## src/rtl/register_file_mp.sv

```systemverilog
// rtl/register_file_mp.sv - multi-port register file with per-register busy scoreboard
// Register 0 reads as zero; optional same-cycle write forwarding onto the read ports.
module register_file_mp #(
  parameter int DW     = 32,
  parameter int NREGS  = 32,
  parameter int NRD    = 2,
  parameter int NWR    = 2,
  parameter int BYPASS = 1,
  localparam int AW    = $clog2(NREGS)
) (
  input  logic                     CLK,
  input  logic                     nRST,
  input  logic [NWR-1:0]           wen,
  input  logic [NWR-1:0][AW-1:0]   wsel,
  input  logic [NWR-1:0][DW-1:0]   wdat,
  input  logic [NRD-1:0][AW-1:0]   rsel,
  output logic [NRD-1:0][DW-1:0]   rdat,
  output logic [NRD-1:0]           rbusy,
  input  logic                     rsv_en,
  input  logic [AW-1:0]            rsv_sel,
  output logic [AW:0]              npend
);

  logic [NREGS-1:0][DW-1:0] r_data;
  logic [NREGS-1:0]         r_busy;
  logic [AW:0]              r_npend;

  logic [NREGS-1:0][DW-1:0] w_data_nxt;
  logic [NREGS-1:0]         w_busy_nxt;
  logic [AW:0]              w_npend_nxt;

  // Later write ports overwrite earlier ones; the reservation is applied last so it wins.
  always_comb begin
    w_data_nxt = r_data;
    w_busy_nxt = r_busy;
    for (int i = 0; i < NWR; i++) begin
      if (wen[i] && (wsel[i] != '0)) begin
        w_data_nxt[wsel[i]] = wdat[i];
        w_busy_nxt[wsel[i]] = 1'b0;
      end
    end
    if (rsv_en && (rsv_sel != '0)) begin
      w_busy_nxt[rsv_sel] = 1'b1;
    end
    w_data_nxt[0] = '0;
    w_busy_nxt[0] = 1'b0;
  end

  always_comb begin
    w_npend_nxt = '0;
    for (int k = 0; k < NREGS; k++) begin
      w_npend_nxt = w_npend_nxt + {{AW{1'b0}}, w_busy_nxt[k]};
    end
  end

  always_ff @(posedge CLK or negedge nRST) begin
    if (!nRST) begin
      r_data  <= '0;
      r_busy  <= '0;
      r_npend <= '0;
    end else begin
      r_data  <= w_data_nxt;
      r_busy  <= w_busy_nxt;
      r_npend <= w_npend_nxt;
    end
  end

  // Reads are gated by reset so forwarded write data cannot leak out while nRST is low.
  always_comb begin
    rdat  = '0;
    rbusy = '0;
    for (int j = 0; j < NRD; j++) begin
      rdat[j]  = r_data[rsel[j]];
      rbusy[j] = r_busy[rsel[j]];
      if (BYPASS != 0) begin
        for (int i = 0; i < NWR; i++) begin
          if (wen[i] && (wsel[i] == rsel[j])) begin
            rdat[j]  = wdat[i];
            rbusy[j] = 1'b0;
          end
        end
      end
      if ((rsel[j] == '0) || !nRST) begin
        rdat[j]  = '0;
        rbusy[j] = 1'b0;
      end
    end
  end

  assign npend = r_npend;

endmodule

```

## config.mk

```make
export PLATFORM = sky130hd
export DESIGN_NAME = register_file_mp
export DESIGN_NICKNAME = d
export VERILOG_FILES = /design/src/rtl/register_file_mp.sv
export SDC_FILE = /design/constraint.sdc
export NUM_CORES = 2
export LEC_CHECK = 0
export ABC_AREA = 1
export BUFFER_PORTS_ARGS = -buffer_cell sky130_fd_sc_hd__buf_4
export CELL_PAD_IN_SITES_DETAIL_PLACEMENT = 0
export CELL_PAD_IN_SITES_GLOBAL_PLACEMENT = 2
export CORE_UTILIZATION = 36
export CTS_CLUSTER_SIZE = 24
export DETAILED_ROUTE_END_ITERATION = 7
export PLACE_DENSITY_LB_ADDON = 0.12
export SYNTH_ARGS = -nofsm -noshare
export SYNTH_HDL_FRONTEND = slang
export SYNTH_SLANG_ARGS = --single-unit
```

## constraint.sdc

```tcl
create_clock -name CLK -period 7 [get_ports CLK]
set_clock_uncertainty 0.1 [all_clocks]
set_input_delay 0.35 -clock CLK [delete_from_list [all_inputs] [get_ports CLK]]
set_output_delay 0.35 -clock CLK [all_outputs]
set_load 0.005 [all_outputs]
```

==> metrics.md <==
| Metric | Value |
|---|---|
| DRT Pass-1 Iters | `8` |
| Post-Place Cells | `12818` |
| Register area share after synthesis | `0.366` |
| Global-route wire length before repair | `between 600 and 700 mm` |
| Synth cell types | `36` |
| Die height | `444 um` |
| Clk pwr share | `0.314` |
| Hold WC Path Type | `input pin to flop` |
| Via count | `between 80000 and 90000` |
| TritonCTS clock tree | `done` |
| Reg-to-reg slack, setup | `roughly 1.5 ns` |
| Setup violators final | `0` |
| Sw frac | `0.378` |
| Die width | `approximately 440 um` |
| Startpoint types | `input pin` |
| CP Class | `input pin to flop` |
| Peak VDD IR | `~0.00056 V` |
| Rel. slew slack | `0.163` |
| ANT nets after route | `0` |
| Starting density of the core | `0.364` |
| Synth area leader | `dfrtp_1` |
| Final Hold Violating Endpoints | `0` |
| Latest clock arrival within the worst-skew pair | `0.81 ns` |
| Setup WS post-layout | `roughly 0.34 ns` |
| Setup Slack @ Placement | `around 0.47 ns` |
| Leakage Power | `37.6 nW` |
| Drt wl/cell | `about 33 um` |
| Routability Congestion | `approximately 0.96` |
| Power per cell area | `310 mW/mm2` |
| Switching pwr | `approximately 9.2 mW` |
| # IOs | `roughly 170` |
| Top cells by count, synth | `nand2_1, nand3_1, nor2_1, inv_1, dfrtp_1` |
| Area share of the largest cell type after synthesis | `0.366` |
| Status | `finished, violations left` |
| Setup TNS | `0 ns` |
| CTS max path bufs | `3` |
| Core Footprint | `between 0.15 and 0.2 mm2` |
| Placed Area | `between 0.07 and 0.08 mm2` |
| P_int | `approximately 15 mW` |
| Slew Limit Fails | `0` |
| Non-Filler Instances | `13153` |
| EDFF count, synth | `0` |
| CTS Sinks | `1029` |
| Synth area leaders | `dfrtp_1, nand2_1, nand3_1, o21ai_0, nor2_1` |
| Worst-path clk slew | `roughly 0.060 ns` |
| Violated checks | `DRC` |
| Total gr overflow | `0` |
| Top_reg_cell synth | `dfrtp_1` |
| Share of layout cells above drive strength 1 | `0.0713` |
| CP Capture Type | `flop` |
| Avg Inst Size Synth | `6.46 um2` |
| Die area | `about 0.2 mm2` |
| Synth warnings | `0` |
| Vias per inst | `6.15` |
| Overall Global Routing Usage | `0.431` |
| FP Rows | `161` |
| Mapped Cells | `approximately 11000` |
| WP data arrival | `approximately 7.3 ns` |
| Number of antenna violations at the first check in global routing | `35` |
| Post-DP HPWL | `243 mm` |
| Final Cycle Share | `0.952` |
| Final Cell Area | `a little under 0.08 mm2` |
| Cell Area, Synth | `roughly 0.070 mm2` |
| Root Buffer | `clkbuf_16` |
| Max-Cap Viols | `0` |
| Achievable Freq | `between 150 and 200 MHz` |
| RSZ-0062 raised after global routing | `no` |
| Synth async-reset ratio | `1.00` |
| Port Buffers | `between 150 and 200` |
| Largest net degree at the start of global routing | `approximately 170` |
| Count leader, synth | `nand2_1` |
| Vias in the first global route | `around 75000` |
| DRC Markers | `5` |
| Combinational power share | `0.338` |
| H-tree depth | `4` |
| FF+latch count, synth | `roughly 1000` |
| Post-route minimum period | `approximately 6.7 ns` |
| Drt total wl | `437 mm` |
| Syn-to-layout area delta | `12.2%` |
| Initial DRC count | `roughly 12000` |
| Setup Fix Bufs, Post-CTS | `0` |
| Least-Margin Pin Slew | `approximately 1.3 ns` |
| Num CTS Buffers | `between 100 and 150` |
| Syn nets | `between 10000 and 15000` |
| Power Total | `between 20 and 25 mW` |
| Seq pwr share | `0.347` |
| # nets final | `between 10000 and 15000` |
| Crit path max fanout | `4` |
| CP Data Required Time | `~7.6 ns` |
| Filler cells | `just over 20000` |
==> placed cells by master (no fill, tap or decap), types with 23 or more instances in the layout <==
cell              n
inv_2            27
clkinv_1         23
o21ai_1         189
clkbuf_1         30
a21oi_1         346
dfrtp_1        1029
inv_1          1067
nor3_1           40
buf_4           394
dlygate4sd3_1    78
clkbuf_8         37
nor2_1         1111
a31oi_1          32
nand2_1        2600
o21ai_0        1004
o211ai_1        511
nand3_1        1289
fa_1             23
o22ai_1         451
clkbuf_16       149
==> routing by layer <==
layer | track usage | vias to the layer above | part of all wire
li1 | - | 35089 | -
met1 | 0.547 | 39194 | 0.39
met2 | 0.651 | 5322 | 0.43
met3 | 0.0920 | 1336 | 0.10
met4 | 0.301 | 12 | 0.079
met5 | 0 | - | 0.00019
==> power by group through the flow <==
stage,combinational [mW],sequential (mW),clock (mW)
final,8.27,8.50,7.69
after CTS,8.10,8.45,7.75
after global routing,9.30,8.66,7.95
after global placement,8.00,8.52,0
after detailed placement,7.99,8.54,0
after floorplan,5.78,8.28,0
==> critical path, cell delays in order <==
cell and delay, ns:
dlygate4sd3_1 0.54, buf_4 0.14, nor2_1 0.14, dlygate4sd3_1 0.58, inv_1 0.05, o21ai_0 0.23, inv_1 0.09, nand2_1 0.06
inv_1 0.06, nand2_1 0.21, nor2_1 0.07, nor2_1 0.20, fa_1 0.49, fa_1 0.56, inv_1 0.06, fa_1 0.49
inv_1 0.06, fa_1 0.51, fa_1 0.51, inv_1 0.06, fa_1 0.50, inv_1 0.05, fa_1 0.41, fa_1 0.47
o21ai_1 0.19, xor2_1 0.18
==> stage by stage <==
| step | utilization | hold slack (ns) |
|---|---|---|
| after CTS | 0.408 | 0.00875 |
| after detailed placement | 0.380 | 0.169 |
| after floorplan | - | -0.0456 |
| after global placement | 0.380 | 0.168 |
| final | 0.409 | 0.0661 |
| after global routing | 0.409 | 0.0571 |
==> sequential cells by signal, indices dropped and copies added, names as in the netlist <==
signal and flops:
npend 6, r_busy 31, r_data 992
==> cell families after synthesis <==
family / after synthesis / share of synthesized area
simple gates: 5141 / 0.300
compound gates: 2539 / 0.207
buf+inv: 2155 / 0.119
flops: 1029 / 0.366
fa+ha+maj: 30 / 0.00778
xor+xnor: 4 / 0.000497
==> worst paths after layout <==
kind | depth (start not counted) | endpoint | from
max | 26 | npend[4]$_DFF_PN0_ | rsv_sel[0]
min | 6 | r_busy[28]$_DFF_PN0_ | wsel[3]
max reg2reg | 17 | npend[4]$_DFF_PN0_ | r_busy[24]$_DFF_PN0_
min reg2reg | 2 | r_data[803]$_DFF_PN0_ | r_data[803]$_DFF_PN0_
max in group asynchronous | 5 | r_data[129]$_DFF_PN0_ | nRST
min in group asynchronous | 3 | r_data[517]$_DFF_PN0_ | nRST
==> cell type report <==
class	instances	area [um2]	area share
timing repair buffer	500	4270	0.0540
multi-input combinational	7714	36800	0.466
inverter	1128	4270	0.0541
tap	2526	3160	0.0400
antenna	12	30.0	0.000380
sequential	1029	25700	0.326
clock buffer	215	4340	0.0549
clock inverter	29	408	0.00516
==> what timing repair did <==
item                                     CTS  global route
endpoints found under the setup margin     0             1
gates resized for setup                    0             1
endpoints found under the hold margin   1009             0
hold buffers                              79             0
No activity file was read; power rests on OpenSTA's default activity.
